## src/rtl/ecg_spi_pkg.sv

```systemverilog
// Shared constants and FSM encoding for the SPI register-interface responder.
// Latency: n/a (declarations only).
// Backpressure: n/a.
package ecg_spi_pkg;

   localparam int FRAME_BITS = 32;   // address + R/W + data
   localparam int ADDR_W     = 7;
   localparam int DATA_W     = 24;
   localparam int CMD_BITS   = 8;    // address + R/W, the leading byte
   localparam int RW_BIT     = 24;   // frame bit position of R/W
   localparam logic SPI_RD   = 1'b1;

   typedef enum logic [1:0] {
      IDLE = 2'd0,
      CMD  = 2'd1,
      DATA = 2'd2,
      HOLD = 2'd3
   } spi_state_t;

endpackage

```

## src/rtl/spi_slave_regif_if.sv

```systemverilog
// Register-bank side bus of the SPI responder: address, read request/data, write strobe/data.
// Latency: read data is expected exactly 1 clk after reg_rd_req.
// Backpressure: none; strobes are single-cycle and cannot be stalled.
// Ports (members): reg_addr, reg_rd_req, reg_rd_data, reg_wr_en, reg_wr_data.
interface spi_slave_regif_if;
   import ecg_spi_pkg::*;

   logic [ADDR_W-1:0] reg_addr;
   logic              reg_rd_req;
   logic [DATA_W-1:0] reg_rd_data;
   logic              reg_wr_en;
   logic [DATA_W-1:0] reg_wr_data;

   // master: the SPI responder issuing register accesses
   modport master (
      output reg_addr, reg_rd_req, reg_wr_en, reg_wr_data,
      input  reg_rd_data
   );

   // slave: the register bank answering them
   modport slave (
      input  reg_addr, reg_rd_req, reg_wr_en, reg_wr_data,
      output reg_rd_data
   );

endinterface

```

## src/rtl/spi_sync_edge.sv

```systemverilog
// Multi-flop synchronizer for one asynchronous pin plus rise/fall detector.
// Latency: level after SYNC_STAGES clk; rise/fall act SYNC_STAGES+1 clk after the pin.
// Backpressure: none.
// Ports: clk, rst (sync, active high), din (async pin), level, rise, fall.
module spi_sync_edge #(
   parameter int SYNC_STAGES = 2
) (
   input  logic clk,
   input  logic rst,
   input  logic din,
   output logic level,
   output logic rise,
   output logic fall
);

   logic [SYNC_STAGES-1:0] sync_q;
   logic                   prev_q;

   always_ff @(posedge clk) begin
      if (rst) begin
         sync_q <= '0;
         prev_q <= 1'b0;
      end else begin
         sync_q[0] <= din;
         for (int i = 1; i < SYNC_STAGES; i++) begin
            sync_q[i] <= sync_q[i-1];
         end
         prev_q <= sync_q[SYNC_STAGES-1];
      end
   end

   assign level = sync_q[SYNC_STAGES-1];
   assign rise  = level & ~prev_q;
   assign fall  = ~level & prev_q;

endmodule

```

## src/rtl/spi_slave_regif.sv

```systemverilog
// SPI mode-0 responder turning 32-bit addr/RW/data frames into register read/write strobes.
// Latency: pins seen SYNC_STAGES+1 clk late; rd_req 1 clk after 8th SCLK rise, wr_en 1 clk after 32nd.
// Backpressure: none; the register bank must answer reads exactly 1 clk after reg_rd_req.
// Ports: clk, rst, sclk/cs/mosi (async pins), miso/miso_oe, reg_bus (register bank),
//        frame_done/frame_err pulses, rx_frame (last complete frame).
module spi_slave_regif #(
   parameter int SYNC_STAGES = 2,
   parameter int FRAME_BITS  = 32
) (
   input  logic                    clk,
   input  logic                    rst,
   input  logic                    sclk,
   input  logic                    cs,
   input  logic                    mosi,
   output logic                    miso,
   output logic                    miso_oe,
   spi_slave_regif_if.master       reg_bus,
   output logic                    frame_done,
   output logic                    frame_err,
   output logic [FRAME_BITS-1:0]   rx_frame
);
   import ecg_spi_pkg::*;

   localparam int CNT_W = $clog2(FRAME_BITS + 1);

   logic sclk_lvl, sclk_rise, sclk_fall;
   logic cs_lvl, cs_rise, cs_fall;
   logic mosi_s, mosi_rise, mosi_fall;

   spi_sync_edge #(.SYNC_STAGES(SYNC_STAGES)) u_sync_sclk (
      .clk(clk), .rst(rst), .din(sclk), .level(sclk_lvl), .rise(sclk_rise), .fall(sclk_fall)
   );
   spi_sync_edge #(.SYNC_STAGES(SYNC_STAGES)) u_sync_cs (
      .clk(clk), .rst(rst), .din(cs), .level(cs_lvl), .rise(cs_rise), .fall(cs_fall)
   );
   spi_sync_edge #(.SYNC_STAGES(SYNC_STAGES)) u_sync_mosi (
      .clk(clk), .rst(rst), .din(mosi), .level(mosi_s), .rise(mosi_rise), .fall(mosi_fall)
   );

   // Only edges of SCLK/CS and the level of MOSI matter here.
   logic unused_sync;
   assign unused_sync = ^{sclk_lvl, cs_lvl, mosi_rise, mosi_fall};

   spi_state_t              state, state_nxt;
   logic [CNT_W-1:0]        bit_cnt;
   logic [FRAME_BITS-2:0]   rx_shift;      // incoming bit completes the frame
   logic [DATA_W-1:0]       tx_shift;
   logic [FRAME_BITS-1:0]   rx_frame_next;
   logic [ADDR_W-1:0]       addr_q;
   logic [DATA_W-1:0]       wr_data_q;
   logic                    is_read;
   logic                    rd_req_q, rd_load_q, wr_en_q;
   logic                    miso_q, miso_oe_q;

   logic shift_in, shift_out, latch_cmd, latch_frame, end_ok, end_err;

   always_ff @(posedge clk) begin
      if (rst) begin
         state <= IDLE;
      end else begin
         state <= state_nxt;
      end
   end

   // A CS rise takes priority over a coincident SCLK edge, discarding that bit.
   always_comb begin
      state_nxt   = state;
      shift_in    = 1'b0;
      shift_out   = 1'b0;
      latch_cmd   = 1'b0;
      latch_frame = 1'b0;
      end_ok      = 1'b0;
      end_err     = 1'b0;
      case (state)
         IDLE: begin
            if (cs_fall) state_nxt = CMD;
         end
         CMD: begin
            if (cs_rise) begin
               end_err   = 1'b1;
               state_nxt = IDLE;
            end else if (sclk_rise) begin
               shift_in = 1'b1;
               if (bit_cnt == CNT_W'(CMD_BITS - 1)) begin
                  latch_cmd = 1'b1;
                  state_nxt = DATA;
               end
            end
         end
         DATA: begin
            if (cs_rise) begin
               end_err   = 1'b1;
               state_nxt = IDLE;
            end else if (sclk_rise) begin
               shift_in = 1'b1;
               if (bit_cnt == CNT_W'(FRAME_BITS - 1)) begin
                  latch_frame = 1'b1;
                  state_nxt   = HOLD;
               end
            end else if (sclk_fall) begin
               shift_out = 1'b1;
            end
         end
         HOLD: begin
            if (cs_rise) begin
               end_ok    = 1'b1;
               state_nxt = IDLE;
            end
         end
         default: state_nxt = IDLE;
      endcase
   end

   always_ff @(posedge clk) begin
      if (rst) begin
         bit_cnt       <= '0;
         rx_shift      <= '0;
         tx_shift      <= '0;
         rx_frame_next <= '0;
         rx_frame      <= '0;
         addr_q        <= '0;
         wr_data_q     <= '0;
         is_read       <= 1'b0;
         rd_req_q      <= 1'b0;
         rd_load_q     <= 1'b0;
         wr_en_q       <= 1'b0;
         miso_q        <= 1'b0;
         miso_oe_q     <= 1'b0;
         frame_done    <= 1'b0;
         frame_err     <= 1'b0;
      end else begin
         rd_req_q   <= 1'b0;
         wr_en_q    <= 1'b0;
         frame_done <= 1'b0;
         frame_err  <= 1'b0;
         // Bank answers 1 clk after the request; capture it one clk after that.
         rd_load_q  <= rd_req_q;
         miso_oe_q  <= (state_nxt != IDLE);

         if (state_nxt == IDLE) begin
            bit_cnt  <= '0;
            rx_shift <= '0;
         end else if (shift_in) begin
            bit_cnt  <= bit_cnt + 1'b1;
            rx_shift <= {rx_shift[FRAME_BITS-3:0], mosi_s};
         end

         if (latch_cmd) begin
            addr_q   <= rx_shift[ADDR_W-1:0];
            is_read  <= (mosi_s == SPI_RD);
            rd_req_q <= (mosi_s == SPI_RD);
         end

         if (latch_frame) begin
            rx_frame_next <= {rx_shift, mosi_s};
            if (!is_read) begin
               wr_en_q   <= 1'b1;
               wr_data_q <= {rx_shift[DATA_W-2:0], mosi_s};
            end
         end

         if (rd_load_q) begin
            tx_shift <= reg_bus.reg_rd_data;
         end else if (state_nxt == IDLE) begin
            tx_shift <= '0;
         end else if (shift_out) begin
            tx_shift <= {tx_shift[DATA_W-2:0], 1'b0};
         end

         // MISO is only ever driven with data in DATA; write frames return zeros.
         if (state_nxt != DATA) begin
            miso_q <= 1'b0;
         end else if (shift_out) begin
            miso_q <= is_read & tx_shift[DATA_W-1];
         end

         if (end_ok) begin
            frame_done <= 1'b1;
            rx_frame   <= rx_frame_next;
         end
         if (end_err) begin
            frame_err <= 1'b1;
         end
      end
   end

   assign miso                = miso_q;
   assign miso_oe             = miso_oe_q;
   assign reg_bus.reg_addr    = addr_q;
   assign reg_bus.reg_rd_req  = rd_req_q;
   assign reg_bus.reg_wr_en   = wr_en_q;
   assign reg_bus.reg_wr_data = wr_data_q;

endmodule

```

## src/flat_wrapper.sv

```systemverilog
// flat-port wrapper written by rule: the top's interface ports become plain ports
module spi_slave_regif_flat import ecg_spi_pkg::*;
#(
   parameter int SYNC_STAGES = 2,
   parameter int FRAME_BITS  = 32
)
  (clk, rst, sclk, cs, mosi, miso, miso_oe, frame_done, frame_err, rx_frame, reg_bus_reg_addr, reg_bus_reg_rd_req, reg_bus_reg_wr_en, reg_bus_reg_wr_data, reg_bus_reg_rd_data);
  spi_slave_regif_if reg_bus_i ();
  input  logic clk;
  input  logic rst;
  input  logic sclk;
  input  logic cs;
  input  logic mosi;
  output logic miso;
  output logic miso_oe;
  output logic frame_done;
  output logic frame_err;
  output logic [FRAME_BITS-1:0] rx_frame;
  output wire logic [$bits(reg_bus_i.reg_addr)-1:0] reg_bus_reg_addr;
  output wire logic [$bits(reg_bus_i.reg_rd_req)-1:0] reg_bus_reg_rd_req;
  output wire logic [$bits(reg_bus_i.reg_wr_en)-1:0] reg_bus_reg_wr_en;
  output wire logic [$bits(reg_bus_i.reg_wr_data)-1:0] reg_bus_reg_wr_data;
  input wire logic [$bits(reg_bus_i.reg_rd_data)-1:0] reg_bus_reg_rd_data;
  assign reg_bus_reg_addr = reg_bus_i.reg_addr;
  assign reg_bus_reg_rd_req = reg_bus_i.reg_rd_req;
  assign reg_bus_reg_wr_en = reg_bus_i.reg_wr_en;
  assign reg_bus_reg_wr_data = reg_bus_i.reg_wr_data;
  assign reg_bus_i.reg_rd_data = reg_bus_reg_rd_data;
  spi_slave_regif #(.SYNC_STAGES(SYNC_STAGES), .FRAME_BITS(FRAME_BITS)) u_core (.clk(clk), .rst(rst), .sclk(sclk), .cs(cs), .mosi(mosi), .miso(miso), .miso_oe(miso_oe), .reg_bus(reg_bus_i), .frame_done(frame_done), .frame_err(frame_err), .rx_frame(rx_frame));
endmodule
```

## config.mk

```make
export PLATFORM = sky130hd
export DESIGN_NAME = spi_slave_regif_flat
export DESIGN_NICKNAME = d
export VERILOG_FILES = /design/src/rtl/ecg_spi_pkg.sv /design/src/rtl/spi_slave_regif_if.sv /design/src/rtl/spi_sync_edge.sv /design/src/rtl/spi_slave_regif.sv /design/src/flat_wrapper.sv
export SDC_FILE = /design/constraint.sdc
export NUM_CORES = 1
export LEC_CHECK = 0
export BUFFER_PORTS_ARGS = -buffer_cell sky130_fd_sc_hd__buf_2
export CORE_MARGIN = 2
export CORE_UTILIZATION = 61
export DETAILED_ROUTE_END_ITERATION = 7
export GPL_TIMING_DRIVEN = 0
export PLACE_DENSITY = 0.85
export SLEW_MARGIN = 0
export SYNTH_ARGS = -nofsm -noshare
export SYNTH_HDL_FRONTEND = slang
export SYNTH_SLANG_ARGS = --single-unit
```

## constraint.sdc

```tcl
create_clock -name clk -period 4.3 [get_ports clk]
set_clock_uncertainty 0.05 [all_clocks]
set_input_delay 1.075 -clock clk [delete_from_list [all_inputs] [get_ports clk]]
set_output_delay 1.075 -clock clk [all_outputs]
set_load 0.01 [all_outputs]
```

# After elaboration in Yosys (flattened, before gate mapping)

Cells that the tools add are included.

Add/sub/neg operators: 1
Multipliers: 0
Divide/modulo/power cells: 0
Order comparisons: 0
Eq/ne operators: 6
Shifts and indexed selects: 0
Multiplexer cells: 33
Bitwise operators: 12
Reductions and logical operators: 10

Operator list:

| operator                                                         | count |
|---|---|
| 24-bit two-way mux                                               | 3 |
| 1-bit two-way mux                                                | 21 |
| 2-bit two-way mux                                                | 8 |
| 2-bit OR reduction                                               | 5 |
| 2-bit one-hot mux with 4 select lines                            | 1 |
| 1-bit inverter                                                   | 7 |
| 6-bit by 1-bit adder with 6-bit output (second input constant)   | 1 |
| 6-bit by 3-bit == test with 1-bit output (second input constant) | 1 |
| 6-bit by 5-bit == test with 1-bit output (second input constant) | 1 |
| 1-bit bitwise AND                                                | 5 |
| 2-bit == test (second input constant)                            | 2 |
| 2-bit zero test                                                  | 2 |
| 3-bit nonzero test                                               | 1 |
| 2-bit by 1-bit == test with 1-bit output (second input constant) | 1 |
| 2-bit inequality test (second input constant)                    | 1 |
| 2-bit AND reduction                                              | 1 |
| 2-bit nonzero test                                               | 1 |

Register bits: 174
Latch bits: 0
Bits in writable memories: 0
Bits in read-only memories: 0
Output and inout port bits: 69
Word-level logic and storage cells: 83
Memories kept: 0

# Logic depth before layout (Yosys ltp)

Word-level depth: 9
Mapped depth: 9
Depth with buffers taken out: 7

# By module

A second synthesis with hierarchy kept.

Cells, all modules: 794
Area total of the unflattened synthesis: 6508.7 sq um

By module, submodules not included:

| module          | times used | cells an instance | area an instance (sq um) | seq. area each (sq um) |
|---|---|---|---|---|
| spi_slave_regif | 1          | 770               | 6234.7                   | 3323.2 |
| spi_sync_edge   | 3          | 8                 | 91.3                     | 60.1 |

# Worst setup path after synthesis

OpenSTA, ideal clock, no wires.

Path type: register -> register
From: register u_core.state[0]
To: register u_core.rx_shift[10]
Library setup time: 115 ps
Data arrival time: 1884 ps
Data required time: 4135 ps
Slack: 2251 ps
Cell stages (with the launch flop): 10
Buffers on the path: 2
Cell sequence: dfxtp_1 -> inv_1 -> ha_1 -> or3_1 -> a21oi_1 -> o32ai_2 -> o31ai_2 -> buf_6 -> buf_6 -> a21oi_2

Longest elaborated chain between the ends: 6
Elaborated cells between the ends (all ways): 17

RTL lines:

| element                                     | RTL line                                     | source |
|---|---|---|
| from (decl)                                 | spi_slave_regif.sv:44                        | `spi_state_t state, state_nxt;` |
| from (signal assigned)                      | spi_slave_regif.sv:61                        | `state <= state_nxt;` |
| 2-bit two-way mux, on equally long branches | spi_slave_regif.sv:96, spi_slave_regif.sv:84 |  |
| 2-bit two-way mux, on equally long branches | spi_slave_regif.sv:94, spi_slave_regif.sv:82 |  |
| 2-bit two-way mux, on equally long branches | spi_slave_regif.sv:91, spi_slave_regif.sv:79 |  |
| 2-bit one-hot mux with 4 select lines       | spi_slave_regif.sv:74                        | `case (state)` |
| 2-bit zero test                             | spi_slave_regif.sv:140                       | `if (state_nxt == IDLE) begin` |
| 2-bit OR reduction (no line)                | n/a                                          |  |
| to (signal assigned)                        | spi_slave_regif.sv:145                       | `rx_shift <= {rx_shift[FRAME_BITS-3:0], mosi_s};` |
| to (decl)                                   | spi_slave_regif.sv:46                        | `logic [FRAME_BITS-2:0] rx_shift;` |

Several ways; a longest one is shown, not always the timed one.
A chain may end at the register's enable or synchronous reset.

# Worst setup path after layout

From: register u_core.state[0]
To: register u_core.tx_shift[5]

Longest elaborated chain between the ends: 7
Elaborated cells between the ends (all ways): 18

RTL lines:

| element                                     | RTL line                                     | source |
|---|---|---|
| 2-bit two-way mux, on equally long branches | spi_slave_regif.sv:96, spi_slave_regif.sv:84 |  |
| 2-bit two-way mux, on equally long branches | spi_slave_regif.sv:94, spi_slave_regif.sv:82 |  |
| 2-bit two-way mux, on equally long branches | spi_slave_regif.sv:91, spi_slave_regif.sv:79 |  |
| 2-bit one-hot mux with 4 select lines       | spi_slave_regif.sv:74                        |  |
| 2-bit zero test                             | spi_slave_regif.sv:164                       | `end else if (state_nxt == IDLE) begin` |
| 24-bit two-way mux                          | spi_slave_regif.sv:164                       |  |
| 24-bit two-way mux                          | spi_slave_regif.sv:162                       | `if (rd_load_q) begin` |
| to (signal assigned)                        | spi_slave_regif.sv:163                       | `tx_shift <= reg_bus.reg_rd_data;` |
| to (signal assigned)                        | spi_slave_regif.sv:167                       | `tx_shift <= {tx_shift[DATA_W-2:0], 1'b0};` |
| to (decl)                                   | spi_slave_regif.sv:47                        | `logic [DATA_W-1:0] tx_shift;` |

Several ways; a longest one is shown, not always the timed one.

==> results.py <==
metrics = {
    "outcome": {
        "status": "finished clean",
    },
    "logic_synthesis": {
        "syn_inst": 777,
        "avgSynthCellArea_um2": 8.454,
        "synth.distinct_cells": 36,
        "yosysSeqAreaShare_pct": 53.03,
        "synth-warning-count": 0,
        "syn_nets": 811,
        "ys_ff_latch": 174,
        "syn_area_um2": 6569,
    },
    "power_and_ir_drop": {
        "p_total_mw": 3.072,
        "peakVddDrop_uv": 242.0,
        "p_leak_nw": 2.844,
        "p_per_area_nw_per_um2": 395.9,
    },
    "min_path": {
        "worstHoldStart": "u_core.u_sync_sclk.sync_q[0]",
        "hold_path.class": "reg -> reg",
    },
    "clock_tree": {
        "cts_resized": 0,
        "clkLatencyLatePin_ns": 0.53,
        "clkTransAtPathRegs_ns": 0.06,
        "cts_tree": "done",
        "cts_buffers": 17,
        "postCtsHoldBufs": 0,
        "htreeDepth": 4,
        "clk_path_buf_depth": 2,
        "numClockSinks": 174,
        "root_buffer": "clkbuf_8",
        "cts_setup_buffers": 0,
    },
    "timing": {
        "setup-violations-final": 0,
        "layout_setup_ws_ns": 1.938,
        "tightest_slew_ns": 0.6120,
        "grt_setup_unrepaired": "no",
        "drv_slew": 0,
        "fmax_mhz": 423.3,
        "tns_ns": 0,
        "max-slew-margin-rel_pct": 59.20,
        "finalHoldViolations": 0,
        "hold_ws_ns": 0.3923,
        "fin_crit_sh_pct": 54.94,
        "min_period_ns": 2.362,
    },
    "finish": {
        "final_nets": 927,
        "layout.cells.most_common_list": "245 x nand2_1, 174 x dfxtp_1, 105 x buf_2",
        "drive_above_1_share_pct": 18.67,
        "final_common_cell": "nand2_1",
        "final_core_util_pct": 74.84,
        "area.growth.synth_to_final_pct": 18.15,
        "antenna_cells_inserted": 0,
    },
    "worst_setup_path": {
        "reg2reg_from": "u_core.state[0]",
        "start_kind": "flop",
        "slowest_stage": "or3_1",
        "path_cells": "inv_1, ha_1, or3_1, a21oi_1, o32ai_2, o41ai_4, buf_4, nor2b_1",
        "cp.arrival_ns": 2.74,
        "path_buf_inv": 2,
        "critical_path_class": "reg -> reg",
        "cp_top_family": "compound AO/OA/AOI/OAI gates",
        "cp-end-kind": "flop",
        "cp_slowest_stage_delay_ns": 0.40,
        "cp_max_fo": 10,
        "crit_path_start": "u_core.state[0]",
        "critPathRequiredTime_ns": 4.68,
    },
    "grt": {
        "grt_util_all_layers_pct": 28.59,
        "antenna_found_initial": 0,
        "grt_max_degree": 17,
        "gr-total-overflow": 0,
        "grt_pass1_wl_mm": 25.90,
        "grt_pass1_vias": 5608,
    },
    "detailed_routing": {
        "drc_errors": 0,
        "ant_nets": 0,
        "dr.pass1.iters": 5,
        "viasPerCell": 5.586,
        "vias": 5815,
        "wl_per_cell_um": 15.29,
        "drt_iter0_drc": 429,
        "finalWirelength_mm": 15.91,
    },
    "floorplanning": {
        "die_h_um": 107.8,
        "fp.coreArea_um2": 10370,
        "num_rows": 37,
        "fp.dieW_um": 107.8,
        "boundaryPins": 98,
        "start_util_pct": 63.34,
        "die-area_um2": 11610,
    },
    "placed_design": {
        "finalWeightedCongestion": 0.8816,
        "port_buffers": 97,
        "dp_slack_ns": 1.867,
        "hpwl_mm": 10.95,
    },
    "flow_run": {
        "maxCapViolCount": 0,
    },
}
==> final cells by class <==
class / instances / area (um2)
fill: 766 / 2609
buffer: 56 / 254.0
tap: 136 / 170.2
inverter: 6 / 22.52
timing repair buffer: 97 / 485.5
multi-input combinational: 541 / 2809
sequential: 174 / 3483
clock buffer: 18 / 417.9
clock inverter: 13 / 118.9
==> cell usage after synthesis <==
master,n,area (um2)
nand4_1,3,18.77
nand3_1,3,15.01
clkbuf_1,42,157.7
mux2_2,1,11.26
and2_1,2,12.51
nor3b_2,1,12.51
and3b_1,1,8.760
mux2i_1,32,320.3
nor2b_1,32,200.2
buf_2,8,40.04
a21oi_1,104,520.5
o41ai_4,1,27.53
o31ai_2,1,12.51
buf_6,3,33.78
a21oi_2,20,175.2
nand2_1,245,919.6
or2b_1,1,7.510
nor3b_1,2,15.01
a311oi_2,1,15.01
and3_1,4,25.02
xor2_1,4,35.03
o32ai_2,1,16.27
or2_2,1,6.260
xnor2_1,1,8.760
dfxtp_1,174,3483
a31oi_1,1,6.260
nor3_1,2,10.01
o21ai_0,48,240.2
a211oi_1,1,7.510
ha_1,5,62.56
nor2b_2,1,8.760
buf_4,3,22.52
nor2_1,20,75.07
nor4b_1,1,8.760
or3_1,1,6.260
inv_1,6,22.52
==> power breakdown <==
group	internal [mW]	switching, mW	leakage (nW)
Clock	0.767	0.623	0.253
Combinational	0.0214	0.0435	1.19
Sequential	1.62	0.00267	1.40
==> through the flow <==
step	std cells	instance area (um2)
2_1_floorplan	777	6569
3_3_place_gp	1010	7224
3_5_place_dp	1010	7224
4_1_cts	1041	7761
5_1_grt	1041	7761
6_report	1041	7761
==> sequential cells by signal, indices dropped and copies added, names as in the netlist, 2 cells and up <==
register and cells:
u_core.u_sync_mosi.sync_q 2, u_core.rx_shift 31, u_core.rx_frame_next 32, u_core.u_sync_cs.sync_q 2, u_core.tx_shift 24, u_core.rx_frame 32, u_core.reg_bus.reg_wr_data 24, u_core.reg_bus.reg_addr 7
u_core.state 2, u_core.bit_cnt 6, u_core.u_sync_sclk.sync_q 2
==> cells by family after synthesis <==
group / share of synthesized area [%]
simple gates: 20.55
mux: 5.048
compound gates: 15.54
buf+inv: 4.209
flops: 53.03
xor+xnor: 0.6666
fa+ha+maj: 0.9524
==> layer usage <==
metal  vias to the layer above  wire, um  part of all wire [%]  global-route usage [%]
met5                         -         0                     0                       0
met4                         0       486                   3.1                   12.82
met3                        42      1123                   7.1                   5.751
met2                       257      7886                    50                   49.55
met1                      2728      6417                    40                   34.12
li1                       2788         -                     -                       -
==> worst paths after layout <==
kind / slack, ns / to / cells past startpoint
worst max-delay path: 1.94 / u_core.tx_shift[5] / 8
worst min-delay path: 0.39 / u_core.u_sync_sclk.sync_q[1] / 1
worst max register to register: 1.94 / u_core.tx_shift[5] / 8
worst min register to register: 0.39 / u_core.u_sync_sclk.sync_q[1] / 1
Note: power is estimated with default switching activity, not from simulation.
